<file path="src/rtl/mem_rr_arbiter_pkg.sv">
// Shared defaults, payload/response types and round-robin helper for the
// memory round-robin arbiter.
package mem_arb_pkg;

   localparam int unsigned DefNumReq    = 2;
   localparam int unsigned DefAddrWidth = 64;
   localparam int unsigned DefDataWidth = 64;
   localparam int unsigned DefStrbWidth = DefDataWidth >> 3;
   localparam int unsigned DefIdxWidth  = (DefNumReq > 1) ? $clog2(DefNumReq) : 1;

   typedef struct packed {
      logic [DefAddrWidth-1:0] addr;
      logic [DefDataWidth-1:0] wdata;
      logic [DefStrbWidth-1:0] strb;
      logic                    we;
   } req_payload_t;

   typedef struct packed {
      logic                   valid;
      logic [DefIdxWidth-1:0] idx;
   } rsp_entry_t;

   // Modulo increment that wraps explicitly, so non-power-of-2 counts work.
   function automatic int unsigned rr_next(input int unsigned idx, input int unsigned n);
      if (idx + 32'd1 >= n) return 32'd0;
      return idx + 32'd1;
   endfunction

endpackage

</file>
<file path="src/rtl/mem_rr_arbiter_if.sv">
// Bundle of requester-side and SRAM-side signals around the arbiter.
// The slave view belongs to the arbiter; master is the requesters plus SRAM.
interface mem_rr_arbiter_if
   import mem_arb_pkg::*;
#(
   parameter int unsigned NumReq    = DefNumReq,
   parameter int unsigned AddrWidth = DefAddrWidth,
   parameter int unsigned DataWidth = DefDataWidth,
   parameter int unsigned StrbWidth = DataWidth >> 3
);
   logic [NumReq-1:0]                req;
   logic [NumReq-1:0]                gnt;
   logic [NumReq-1:0][AddrWidth-1:0] addr;
   logic [NumReq-1:0][DataWidth-1:0] wdata;
   logic [NumReq-1:0][StrbWidth-1:0] strb;
   logic [NumReq-1:0]                we;
   logic [NumReq-1:0]                rvalid;
   logic [DataWidth-1:0]             rdata;

   logic                 mem_req;
   logic                 mem_gnt;
   logic [AddrWidth-1:0] mem_addr;
   logic [DataWidth-1:0] mem_wdata;
   logic [StrbWidth-1:0] mem_strb;
   logic                 mem_we;
   logic [DataWidth-1:0] mem_rdata;

   modport slave (
      input  req, addr, wdata, strb, we, mem_gnt, mem_rdata,
      output gnt, rvalid, rdata, mem_req, mem_addr, mem_wdata, mem_strb, mem_we
   );

   modport master (
      output req, addr, wdata, strb, we, mem_gnt, mem_rdata,
      input  gnt, rvalid, rdata, mem_req, mem_addr, mem_wdata, mem_strb, mem_we
   );
endinterface

</file>
<file path="src/rtl/mem_rr_arbiter_core.sv">
// Round-robin pointer plus combinational same-cycle winner selection.
// The scan starts at the pointer and wraps modulo NumReq.
module mem_rr_arb_core
   import mem_arb_pkg::*;
#(
   parameter int unsigned NumReq   = DefNumReq,
   parameter int unsigned IdxWidth = (NumReq > 1) ? $clog2(NumReq) : 1
) (
   input  logic                clk_i,
   input  logic                rst_ni,
   input  logic [NumReq-1:0]   req_i,
   input  logic                en_i,
   output logic [NumReq-1:0]   gnt_o,
   output logic [IdxWidth-1:0] winner_o,
   output logic                valid_o
);
   logic [IdxWidth-1:0] ptr_q;
   logic [IdxWidth-1:0] ptr_d;
   logic [IdxWidth-1:0] win;
   logic                found;

   always_comb begin
      int unsigned cand;
      cand  = 32'd0;
      found = 1'b0;
      win   = '0;
      for (int unsigned i = 0; i < NumReq; i++) begin
         cand = 32'(ptr_q) + i;
         if (cand >= NumReq) cand = cand - NumReq;
         if (!found && req_i[IdxWidth'(cand)]) begin
            found = 1'b1;
            win   = IdxWidth'(cand);
         end
      end
      ptr_d = (found && en_i) ? IdxWidth'(rr_next(32'(win), NumReq)) : ptr_q;
   end

   for (genvar gi = 0; gi < NumReq; gi++) begin : g_gnt
      assign gnt_o[gi] = en_i & found & (win == IdxWidth'(gi));
   end

   assign winner_o = win;
   assign valid_o  = found;

   always_ff @(posedge clk_i or negedge rst_ni) begin
      if (!rst_ni) ptr_q <= '0;
      else         ptr_q <= ptr_d;
   end
endmodule

</file>
<file path="src/rtl/mem_rr_arbiter.sv">
// Shares one SRAM port among NumReq requesters: round-robin grant, payload mux,
// and a fixed-latency owner pipeline that steers the response valid.
module mem_rr_arbiter
   import mem_arb_pkg::*;
#(
   parameter int unsigned NumReq     = DefNumReq,
   parameter int unsigned AddrWidth  = DefAddrWidth,
   parameter int unsigned DataWidth  = DefDataWidth,
   parameter int unsigned StrbWidth  = DataWidth >> 3,
   parameter int unsigned MemLatency = 1
) (
   input logic              clk_i,
   input logic              rst_ni,
   mem_rr_arbiter_if.slave  bus
);
   localparam int unsigned IdxWidth = (NumReq > 1) ? $clog2(NumReq) : 1;

   typedef struct packed {
      logic [AddrWidth-1:0] addr;
      logic [DataWidth-1:0] wdata;
      logic [StrbWidth-1:0] strb;
      logic                 we;
   } payload_t;

   typedef struct packed {
      logic                valid;
      logic [IdxWidth-1:0] idx;
   } entry_t;

   logic [NumReq-1:0]   gnt;
   logic [IdxWidth-1:0] winner;
   logic                any_req;
   logic                hs;
   payload_t            sel;
   entry_t              rsp_q [MemLatency];

   mem_rr_arb_core #(
      .NumReq   (NumReq),
      .IdxWidth (IdxWidth)
   ) u_core (
      .clk_i    (clk_i),
      .rst_ni   (rst_ni),
      .req_i    (bus.req),
      .en_i     (bus.mem_gnt),
      .gnt_o    (gnt),
      .winner_o (winner),
      .valid_o  (any_req)
   );

   // Payload follows the winner even while the memory stalls; zero when idle.
   always_comb begin
      sel = '0;
      if (any_req) begin
         sel.addr  = bus.addr[winner];
         sel.wdata = bus.wdata[winner];
         sel.strb  = bus.strb[winner];
         sel.we    = bus.we[winner];
      end
   end

   assign hs            = |gnt;
   assign bus.gnt       = gnt;
   assign bus.mem_req   = |bus.req;
   assign bus.mem_addr  = sel.addr;
   assign bus.mem_wdata = sel.wdata;
   assign bus.mem_strb  = sel.strb;
   assign bus.mem_we    = sel.we;
   assign bus.rdata     = bus.mem_rdata;

   always_ff @(posedge clk_i or negedge rst_ni) begin
      if (!rst_ni) begin
         for (int i = 0; i < MemLatency; i++) rsp_q[i] <= '0;
      end else begin
         rsp_q[0] <= {hs, winner};
         for (int i = 1; i < MemLatency; i++) rsp_q[i] <= rsp_q[i-1];
      end
   end

   for (genvar gi = 0; gi < NumReq; gi++) begin : g_rvalid
      assign bus.rvalid[gi] = rsp_q[MemLatency-1].valid &
                              (rsp_q[MemLatency-1].idx == IdxWidth'(gi));
   end
endmodule

</file>
<file path="src/flat_wrapper.sv">
// flat-port wrapper written by rule: the top's interface ports become plain ports
module mem_rr_arbiter_flat import mem_arb_pkg::*;
#(
   parameter int unsigned NumReq     = DefNumReq,
   parameter int unsigned AddrWidth  = DefAddrWidth,
   parameter int unsigned DataWidth  = DefDataWidth,
   parameter int unsigned StrbWidth  = DataWidth >> 3,
   parameter int unsigned MemLatency = 1
)
  (clk_i, rst_ni, bus_req, bus_addr, bus_wdata, bus_strb, bus_we, bus_mem_gnt, bus_mem_rdata, bus_gnt, bus_rvalid, bus_rdata, bus_mem_req, bus_mem_addr, bus_mem_wdata, bus_mem_strb, bus_mem_we);
  mem_rr_arbiter_if #(.NumReq(NumReq), .AddrWidth(AddrWidth), .DataWidth(DataWidth), .StrbWidth(StrbWidth)) bus_i ();
  input logic clk_i;
  input logic rst_ni;
  input wire logic [$bits(bus_i.req)-1:0] bus_req;
  input wire logic [$bits(bus_i.addr)-1:0] bus_addr;
  input wire logic [$bits(bus_i.wdata)-1:0] bus_wdata;
  input wire logic [$bits(bus_i.strb)-1:0] bus_strb;
  input wire logic [$bits(bus_i.we)-1:0] bus_we;
  input wire logic [$bits(bus_i.mem_gnt)-1:0] bus_mem_gnt;
  input wire logic [$bits(bus_i.mem_rdata)-1:0] bus_mem_rdata;
  output wire logic [$bits(bus_i.gnt)-1:0] bus_gnt;
  output wire logic [$bits(bus_i.rvalid)-1:0] bus_rvalid;
  output wire logic [$bits(bus_i.rdata)-1:0] bus_rdata;
  output wire logic [$bits(bus_i.mem_req)-1:0] bus_mem_req;
  output wire logic [$bits(bus_i.mem_addr)-1:0] bus_mem_addr;
  output wire logic [$bits(bus_i.mem_wdata)-1:0] bus_mem_wdata;
  output wire logic [$bits(bus_i.mem_strb)-1:0] bus_mem_strb;
  output wire logic [$bits(bus_i.mem_we)-1:0] bus_mem_we;
  assign bus_i.req = bus_req;
  assign bus_i.addr = bus_addr;
  assign bus_i.wdata = bus_wdata;
  assign bus_i.strb = bus_strb;
  assign bus_i.we = bus_we;
  assign bus_i.mem_gnt = bus_mem_gnt;
  assign bus_i.mem_rdata = bus_mem_rdata;
  assign bus_gnt = bus_i.gnt;
  assign bus_rvalid = bus_i.rvalid;
  assign bus_rdata = bus_i.rdata;
  assign bus_mem_req = bus_i.mem_req;
  assign bus_mem_addr = bus_i.mem_addr;
  assign bus_mem_wdata = bus_i.mem_wdata;
  assign bus_mem_strb = bus_i.mem_strb;
  assign bus_mem_we = bus_i.mem_we;
  mem_rr_arbiter #(.NumReq(NumReq), .AddrWidth(AddrWidth), .DataWidth(DataWidth), .StrbWidth(StrbWidth), .MemLatency(MemLatency)) u_core (.clk_i(clk_i), .rst_ni(rst_ni), .bus(bus_i));
endmodule
</file>
<file path="config.mk">
export PLATFORM = sky130hd
export DESIGN_NAME = mem_rr_arbiter_flat
export DESIGN_NICKNAME = d
export VERILOG_FILES = /design/src/rtl/mem_rr_arbiter_pkg.sv /design/src/rtl/mem_rr_arbiter_if.sv /design/src/rtl/mem_rr_arbiter_core.sv /design/src/rtl/mem_rr_arbiter.sv /design/src/flat_wrapper.sv
export SDC_FILE = /design/constraint.sdc
export NUM_CORES = 1
export LEC_CHECK = 0
export ABC_AREA = 1
export CELL_PAD_IN_SITES_DETAIL_PLACEMENT = 0
export CELL_PAD_IN_SITES_GLOBAL_PLACEMENT = 2
export CORE_AREA = 2 2 215 217
export CTS_CLUSTER_SIZE = 28
export DETAILED_ROUTE_END_ITERATION = 10
export DIE_AREA = 0 0 217 219
export PLACE_DENSITY_LB_ADDON = 0.1
export REMOVE_ABC_BUFFERS = 1
export SKIP_CTS_REPAIR_TIMING = 1
export SYNTH_ARGS = -nofsm -noshare
export SYNTH_HDL_FRONTEND = slang
export SYNTH_SLANG_ARGS = --single-unit
</file>
<file path="constraint.sdc">
create_clock -name clk_i -period 1.7 [get_ports clk_i]
set_clock_uncertainty 0.1 [all_clocks]
set_input_delay 0.425 -clock clk_i [delete_from_list [all_inputs] [get_ports clk_i]]
set_output_delay 0.425 -clock clk_i [all_outputs]
set_load 0.005 [all_outputs]
</file>
==> summary.md <==
The flow ran to the end, but the final reports show violations. The checks that failed: negative setup slack. For the worst hold slack, the log shows 309 ps.

The logs give -664 ps for the final setup slack of the worst path and 6479 for the count of vias placed by the detailed router. The floorplan step defined a die boundary enclosing 47500 um^2. The tools report the number of buffers created by CTS as 3. For this run, the top clock speed supported by timing is 423 MHz. The floorplan has 78 rows. The tools report the final number of max-transition violations as 0.

After floorplanning, the core was sized to cover 45100 um^2. TritonCTS built the clock tree. The synthesized area per cell is 4.51 um^2, and the DRC violations left is 0. Fill cells in the final layout number 5292. Across the whole layout, storage elements account for 75.1 um^2. In this run, synthesis produced a sequential element count of 3.

The width of the die was 217 um. The critical path goes through inv_4, nand2_8, nand2_8, buf_12, buf_6, buf_6, buf_6, clkbuf_16, nand2_4, nand2_2, buf_6. The tools report the origin of the critical flop-to-flop path as u_core.u_core.ptr_q.

The area growth from synthesis to final layout was 162%; the final wirelength was 35600 um. For the overall routing resource usage, the log shows 12.8%. For the number of nets in the layout, the log shows 1615. Leaving out fill and tap cells, the most frequent cell in the layout is nand2_1.

The largest net degree at the start of global routing is 31. The top layer reached by signal wires was met5. The detailed router finished its first iteration with 221 violations.

Total power for the finished layout comes to 3360 uW. The critical path required time was 1170 ps. The count of distinct cell types in the synthesized netlist is 13, and the sum of met3 wire segment lengths after detailed routing is 4550 um. The run gives 8660 um^2 as the area of placed instances. The tools report the deepest level of the CTS H-tree as 1.

For the synthesized area, the log shows 3750 um^2. The part of the Yosys area used for sequential elements is 2.00%. STA puts the critical path data arrival time at 1840 ps. After detailed routing, the average wire length per cell comes to 19.0 um. The run gives 2770 um^2 as the combined area of the multi-input logic cells.

The tools report the number of violations of the max-capacitance limit as 0. For this configuration, the core starts out at a cell density of 8.33%. The share of the cycle needed by the critical path after routing works out to 139%. The first TritonRoute pass finished after 4 iterations. The worst hold path belongs to the class in -> async.

The worst IR drop on VDD came out at 215 uV. STA classifies the critical path endpoint as an output port. Final-report hold violation count: 0. For this design the ratio of total power to cell area is 341 nW/um^2. The leftover overflow at the end of global routing is 0, and the share of post-route cells with drive strength above 1 is 28.9%. In the layout the commonest cells are nand2_1 (328), clkdlybuf4s50_1 (276), inv_1 (142), nand3_1 (120).

The routed design could run at a clock period as short as 2360 ps. Clock tree synthesis found a total of 3 sinks. In this run the remaining antenna-violating nets after routing total 0. Counting both buffers and inverters, the worst setup path holds a total of 7. The endpoint identified for the worst register-to-register timing path is u_core.u_core.ptr_q.

Clock-pin slew was measured on the worst setup and hold paths at 30 ps. The number of cells on the worst reg-to-reg path is 8. The run gives 0 as the yosys synthesis warning count.

The run gives 140 as the setup violation total in the final timing report. From bottom edge to top edge, the die measures 219 um. The weighted congestion reported at the end of routability-driven placement was 0.728; the cell leakage power was 0.00592 uW. In this run the tool buffered the top-level ports with 420 buffer cells. The initial antenna violation count is 6. The detailed-routed wire length on met2 was 15800 um; the vias per cell was 3.46.

The clock passes through at most 2 buffers. The slew at the pin with the worst max-slew slack is 322 ps, and the boundary pin count is 549. The clock reaches the later pin of the worst-skew pair after 220 ps. The worst pin sits at a relative slew slack of 78.5%.

Along the worst path, the maximum fanout reaches 7. The worst setup path is of the reg -> out kind. The worst setup path is launched from a flop. Setup repair after global routing could not meet its margin everywhere. The tools report the number of global-route vias before repair as 6223. For the cell area after layout, the log shows 9850 um^2. The run gives -54050 ps as the post-route setup TNS. The run gives 14800 um as the met1 routed wirelength after detailed routing. On the worst path, the slowest cell contributes a delay of 390 ps. Synthesis handed over a netlist of 832 instances. The first-pass GRT wire length was 44500 um.

The setup slack on the worst flop-to-flop path came out at 190 ps. By instance count, the cell type seen most on the critical path is buf_6. In this design, the largest share of critical-path delay is due to buffers and inverters.

The tools report the final HPWL from detailed placement as 27600 um. The cell sitting at the root of the clock tree is a clkbuf_16. The slowest stage of the critical path belongs to the cell dfrtp_1.
-- area by class of cell --
class / count / share of cell area (%)
Antenna cell: 2 / 0.0508
Inverter: 144 / 5.51
Multi-Input combinational cell: 561 / 28.1
Timing Repair Buffer: 559 / 57.2
Sequential cell: 3 / 0.762
Clock buffer: 4 / 0.800
Tap cell: 600 / 7.62
-- power by group --
group / total, uW / internal (uW) / leakage (uW) / switching [uW]
Clock: 372 / 309 / 0.0000382 / 62.3
Combinational: 2900 / 1690 / 0.00584 / 1210
Sequential: 84.4 / 78.8 / 0.0000365 / 5.55
-- synthesized netlist by cell type --
cell | number | area (um^2)
o21ai_0 | 1 | 5.00
inv_1 | 143 | 537
buf_6 | 1 | 11.3
nand2_1 | 415 | 1560
nand2_4 | 1 | 11.3
clkbuf_1 | 1 | 3.75
inv_2 | 1 | 3.75
nand3_1 | 137 | 686
nor2_1 | 4 | 15.0
dfrtp_1 | 3 | 75.1
nand2_2 | 1 | 6.26
buf_2 | 35 | 175
buf_4 | 89 | 668
-- how the worst max path moves through the flow --
stage                              startpoint                end  slack [ps]  cells after the start
final                     u_core.u_core.ptr_q   bus_mem_addr[60]        -660                     11
after global routing      u_core.u_core.ptr_q   bus_mem_wdata[3]        -750                     11
after CTS                 u_core.u_core.ptr_q  bus_mem_wdata[56]        -840                      7
after detailed placement           bus_req[0]  bus_mem_wdata[56]        -620                      7
after global placement             bus_req[0]   bus_mem_wdata[5]        -630                      7
after floorplan                    bus_req[0]         bus_gnt[0]       -1550                      4
-- worst register-to-register path, delay by kind of cell (launching register included) --
family | cells | cell delay, ps
buf+inv | 4 | 480
simple gates | 4 | 430
flops | 1 | 390
-- logic make-up (layout without fill, tap and decap cells) --
group                  after synthesis  in the layout  share of synthesized area (%)
and+or+nand+nor                    558            560                           60.6
buffers and inverters              270            707                           37.3
DFF                                  3              3                           2.00
AOI/OAI and AO/OA                    1              1                          0.133
other                                0              2                              0
-- sequential cells by signal, summed over array words and instances (netlist names) --
| signal | count |
|---|---|
| u_core.rsp_q | 2 |
| u_core.u_core.ptr_q | 1 |
-- stage by stage --
stage | util, % | instances | worst slack, ps
after floorplan | - | 706 | -1550
after global placement | 19.2 | 1791 | -631
after detailed placement | 19.2 | 1791 | -621
after CTS | 19.4 | 1795 | -842
after global routing | 21.9 | 1872 | -754
final | 21.9 | 1873 | -664
-- routing by layer --
layer / global-route usage (%) / vias up
li1: - / 3263
met1: 15.5 / 2854
met2: 19.3 / 334
met3: 8.25 / 16
met4: 0.982 / 12
met5: 3.65 / -
(Power assumes the default switching activity.)
==> RTL edit 1: new RTL, config.mk and constraints unchanged <==
`DefAddrWidth`: 64 -> 32.
--- a/src/rtl/mem_rr_arbiter_pkg.sv
+++ b/src/rtl/mem_rr_arbiter_pkg.sv
@@ -3,7 +3,7 @@
 package mem_arb_pkg;
 
    localparam int unsigned DefNumReq    = 2;
-   localparam int unsigned DefAddrWidth = 64;
+   localparam int unsigned DefAddrWidth = 32;
    localparam int unsigned DefDataWidth = 64;
    localparam int unsigned DefStrbWidth = DefDataWidth >> 3;
    localparam int unsigned DefIdxWidth  = (DefNumReq > 1) ? $clog2(DefNumReq) : 1;
Ports: changed (resized bus_addr and bus_mem_addr); port bits go from 549 to 453. The function was not compared with the original's and may differ.
==> RTL edit 1 against the unedited design <==
- the run still ends with setup timing left
- routed wire length fell by 16%
- cell area fell by 21%
- critical endpoint is now bus_mem_wdata[47]
- largest power group unchanged
- first-iteration DRC count fell by 53%
- count of clock-buffer cells in the layout did not move
- sequential share of layout area rose by 0.20 points
- area after synthesis fell by 20%
- cell count fell by 15%
- critical path type unchanged
- sequential cell count did not move
- total power fell by 19%
- worst setup slack improved by 220 ps
==> RTL edit 1: results <==
cells_and_area:
  seq_cell_count: 3
  nNonClkInverters: 112
  multiInputGateArea_um2: 2080
  clock_buffers: 4
  fin_util_pct: 17.3
  syn2layout_area_growth_pct: 159
  clock_area_share_pct: 1.01
  nets: 1266
  n_antenna_cell: 1
  n_all_buffers: 436
  buffer_area_share_pct: 56.4
  reg_top3: "u_core.rsp_q: 2 flops, u_core.u_core.ptr_q: 1 flops"
  fin_cells: 1587
  final_layout_size_suffix_gt1_share_pct: 31.3
  nMultiInputCombCells: 431
  fillCellCount: 5318
yosys:
  ys_seq_area_share_pct: 2.49
  synth_area_leaders: "nand2_1, buf_4, nand3_1"
  yosys.area_share.xor_xnor_pct: 0
  yosys-top-cells-count: "nand2_1, inv_1, nand3_1"
  synthArstFlopShare_pct: 100
  synthMuxAreaShare_pct: 0
  synth_warnings: 0
  synth-compound-area-share_pct: 0.166
  postSynthCellCount: 656
  synth_ff_type: "dfrtp_1"
  synth.distinct_cells: 12
pwr:
  powerDensity_nw_per_um2: 351
  vdd_drop_max_v: 0.000209
  p_leak_nw: 4.46
sta:
  slew_headroom_pct: 84.0
  finalWorstSetupSlack_ps: -448
  setup_viol_count_final: 107
  final.setup.tns_ps: -36460
placed_design:
  dpl_cell_area_um2: 6850
  post-dp-hpwl_um: 22700
  gp_congestion: 0.692
  port_buffers: 324
  dp_slack_ps: -699
  place_inst: 1518
detailed_routing:
  vias_per_cell: 3.21
  drt_first_iter_violations: 104
  drtPass1Iterations: 4
  routedWlPerCell_um: 18.8
min_path:
  hold_class: "in -> async"
setup_path:
  arrival_ps: 1620
  critPathMaxFanout: 7
  r2r-start: "u_core.u_core.ptr_q$_DFFE_PN0N_"
  start_kind: "flip-flop"
grt:
  track_usage_pct: 10.8
  antenna_found_initial: 3
  grt_max_degree: 57
  grt_pass1_vias: 5061
  grt_pass1_wl_um: 37100
cts:
  htreeDepth: 1
  numCtsBuffers: 3
  clockBufferDepth: 2
  cts_root_buf: "clkbuf_16"
run_status:
  status: "complete, but fails checks"
  violations: "setup timing"
[RTL edit 1: changes by cell type in the layout (fill, tap and decap cells not counted), moves of 3 or more]
cell             unedited run  this run
inv_1                     142       111
nand2_4                    23         9
nand3_1                   120       101
clkbuf_2                   51        30
clkdlybuf4s50_1           276       212
buf_4                      64        43
buf_8                      11         8
nand2_1                   328       234
buf_2                      45        51
nand2_2                    64        76
dlymetal6s2s_1             30        13
nand3_2                    17         4
[RTL edit 1: power by group]
part	leakage, nW	internal, mW	switching (mW)	total [mW]
registers	0.0365	0.0787	0.00433	0.0831
clock network	0.0382	0.310	0.0710	0.381
logic	4.39	1.34	0.935	2.27
[RTL edit 1: routing by layer]
metal	track usage (%)	vias up	routed length [um]
met1	12.4	2280	12000
li1	-	2517	-
met2	16.7	280	13300
met5	3.65	-	255
met4	0.320	8	89
met3	7.72	16	4080
[RTL edit 1: worst max-delay path, cell delays in order (launching register included)]
cell and delay (ps):
dfrtp_1 360, inv_2 70, nand2_8 120, nand2_8 90, buf_12 150, buf_4 130, buf_4 130, buf_4 120
nand2_1 50, nand2_1 60, clkbuf_2 110
[RTL edit 1: final timing paths]
| kind | to | slack (ps) | cells past startpoint |
|---|---|---|---|
| max in group asynchronous | u_core.rsp_q[0]$_DFF_PN0_ | 1020 | 1 |
| max reg2reg | u_core.rsp_q[0]$_DFF_PN0_ | 410 | 7 |
| min | u_core.rsp_q[1]$_DFF_PN0_ | 300 | 1 |
| min in group clk_i | u_core.u_core.ptr_q$_DFFE_PN0N_ | 410 | 2 |
| max | bus_mem_wdata[47] | -450 | 10 |
| min reg2reg | u_core.u_core.ptr_q$_DFFE_PN0N_ | 410 | 2 |
==> RTL edit 2: new RTL, config.mk and constraints unchanged <==
Without the edit above. Make the reset (`rst_ni`) synchronous in 2 clocked blocks.
--- a/src/rtl/mem_rr_arbiter_core.sv
+++ b/src/rtl/mem_rr_arbiter_core.sv
@@ -42,7 +42,7 @@
    assign winner_o = win;
    assign valid_o  = found;
 
-   always_ff @(posedge clk_i or negedge rst_ni) begin
+   always_ff @(posedge clk_i) begin
       if (!rst_ni) ptr_q <= '0;
       else         ptr_q <= ptr_d;
    end
--- a/src/rtl/mem_rr_arbiter.sv
+++ b/src/rtl/mem_rr_arbiter.sv
@@ -67,7 +67,7 @@
    assign bus.mem_we    = sel.we;
    assign bus.rdata     = bus.mem_rdata;
 
-   always_ff @(posedge clk_i or negedge rst_ni) begin
+   always_ff @(posedge clk_i) begin
       if (!rst_ni) begin
          for (int i = 0; i < MemLatency; i++) rsp_q[i] <= '0;
       end else begin
Formal check against the unedited RTL: differs if rst_ni is asserted again (counterexample within 4 cycles, from zero or initial values and one cycle with rst_ni low); with rst_ni held inactive, the same outputs for 10 cycles.
==> RTL edit 2 against the unedited design <==
- worst setup slack better by 200 ps
- critical path type unchanged
- sequential share of layout area about the same
- sequential cell count unchanged
- cell area down 13%
- largest cell class unchanged
- total power fell by 17%
- the flow still finishes with violations (setup timing)
- sequential power is 7.9% lower
- routed wire length down 11%
- area after synthesis decreased by 32%
==> RTL edit 2: results <==
cells_and_area:
  nNonClkInverters: 8
  nMultiInputCombCells: 424
  fin_util_pct: 19.1
  clock_area_share_pct: 0.918
  seq_share_pct: 0.714
  n_antenna_cell: 3
  buffer_area_share_pct: 64.7
  nets: 1337
  fillCellCount: 5243
  final_layout_size_suffix_gt1_share_pct: 34.2
  clock_buffers: 4
  fin_cells: 1596
  multi_input_area_share_pct: 24.4
  n_all_buffers: 554
grt:
  grt_pass1_vias: 4961
  track_usage_pct: 11.0
  grt_max_degree: 62
  antenna_found_initial: 4
  grt_pass1_wl_um: 37800
setup_path:
  slowest_delay_ps: 320
  slowest_stage: "dfxtp_2"
  path_delay_family: "buffers and inverters"
yosys:
  yosysTopAreaCell: "nand2_1"
  synth_area_per_cell_um2: 4.69
  yosys.area_share.xor_xnor_pct: 0
  synth_warnings: 0
  synth_area_leaders: "nand2_1, nand3_1, buf_4"
  ys_seq_area_share_pct: 2.36
  synthArstFlopShare_pct: 0
  yosys-top-cells-count: "nand2_1, nand3_1, buf_4"
  synth-compound-area-share_pct: 0.393
  synth_ff_type: "dfxtp_1"
detailed_routing:
  drt_first_iter_violations: 184
  vias: 5327
  route.final.wire_length_um: 31700
cts:
  numCtsBuffers: 3
  clkTransAtPathRegs_ps: 30
  cts_root_buf: "clkbuf_16"
  cts_sinks: 3
min_path:
  hold_class: "reg -> reg"
placed_design:
  place_inst: 1497
  dpl_cell_area_um2: 7370
  post-dp-hpwl_um: 24100
  gp_congestion: 0.698
  port_buffers: 420
pwr:
  vdd_drop_max_v: 0.000224
  clkPwrFrac_pct: 13.6
  p_leak_nw: 4.38
  netSwitchingFraction_pct: 34.2
  p_comb_share_pct: 83.6
run_status:
  status: "complete, but fails checks"
  violations: "setup timing"
sta:
  finalWorstSetupSlack_ps: -465
  slew_headroom_pct: 77.4
  setup_viol_count_final: 140
  hold_viol: 0
## RTL edit 2: changes by cell type in the layout (fill, tap and decap cells not counted), sizes merged, moves of 2 or more
cell          unedited run  this run
buf                    191       171
dfrtp                    3         0
clkbuf                  66        85
inv                    144         7
dlymetal6s2s            30        26
nand2                  419       279
nor2                     4         6
dfxtp                    0         3
## RTL edit 2: kinds of logic after synthesis
family | after synthesis
DFF | 3
buffers and inverters | 117
and+or+nand+nor | 422
AOI/OAI and AO/OA | 2
## RTL edit 2: stage by stage
stage                     setup slack [ps]  TNS [ps]  hold slack [ps]  power, mW
after floorplan                      -2000   -276850              343      0.500
after global placement               -1040   -131350              355       2.17
after detailed placement             -1050   -132520              366       2.14
after CTS                            -1060   -134730              369       2.53
after global routing                  -537    -57190              386       2.99
final                                 -465    -46760              374       2.78
## RTL edit 2: routing by layer
| layer | vias to the layer above | global-route usage (%) | routed length, um |
|---|---|---|---|
| li1 | 2574 | - | - |
| met1 | 2330 | 12.0 | 12500 |
| met2 | 393 | 16.2 | 13200 |
| met3 | 22 | 9.97 | 5540 |
| met4 | 8 | 0.731 | 221 |
| met5 | - | 3.54 | 229 |
## RTL edit 2: worst paths after layout
check | slack (ps) | cells after the start | endpoint | startpoint
min | 370 | 2 | u_core.u_core.ptr_q$_SDFFE_PN0N_ | u_core.u_core.ptr_q$_SDFFE_PN0N_
max reg2reg | 140 | 10 | u_core.u_core.ptr_q$_SDFFE_PN0N_ | u_core.u_core.ptr_q$_SDFFE_PN0N_
max | -460 | 11 | bus_mem_wdata[27] | u_core.u_core.ptr_q$_SDFFE_PN0N_
min reg2reg | 370 | 2 | u_core.u_core.ptr_q$_SDFFE_PN0N_ | u_core.u_core.ptr_q$_SDFFE_PN0N_
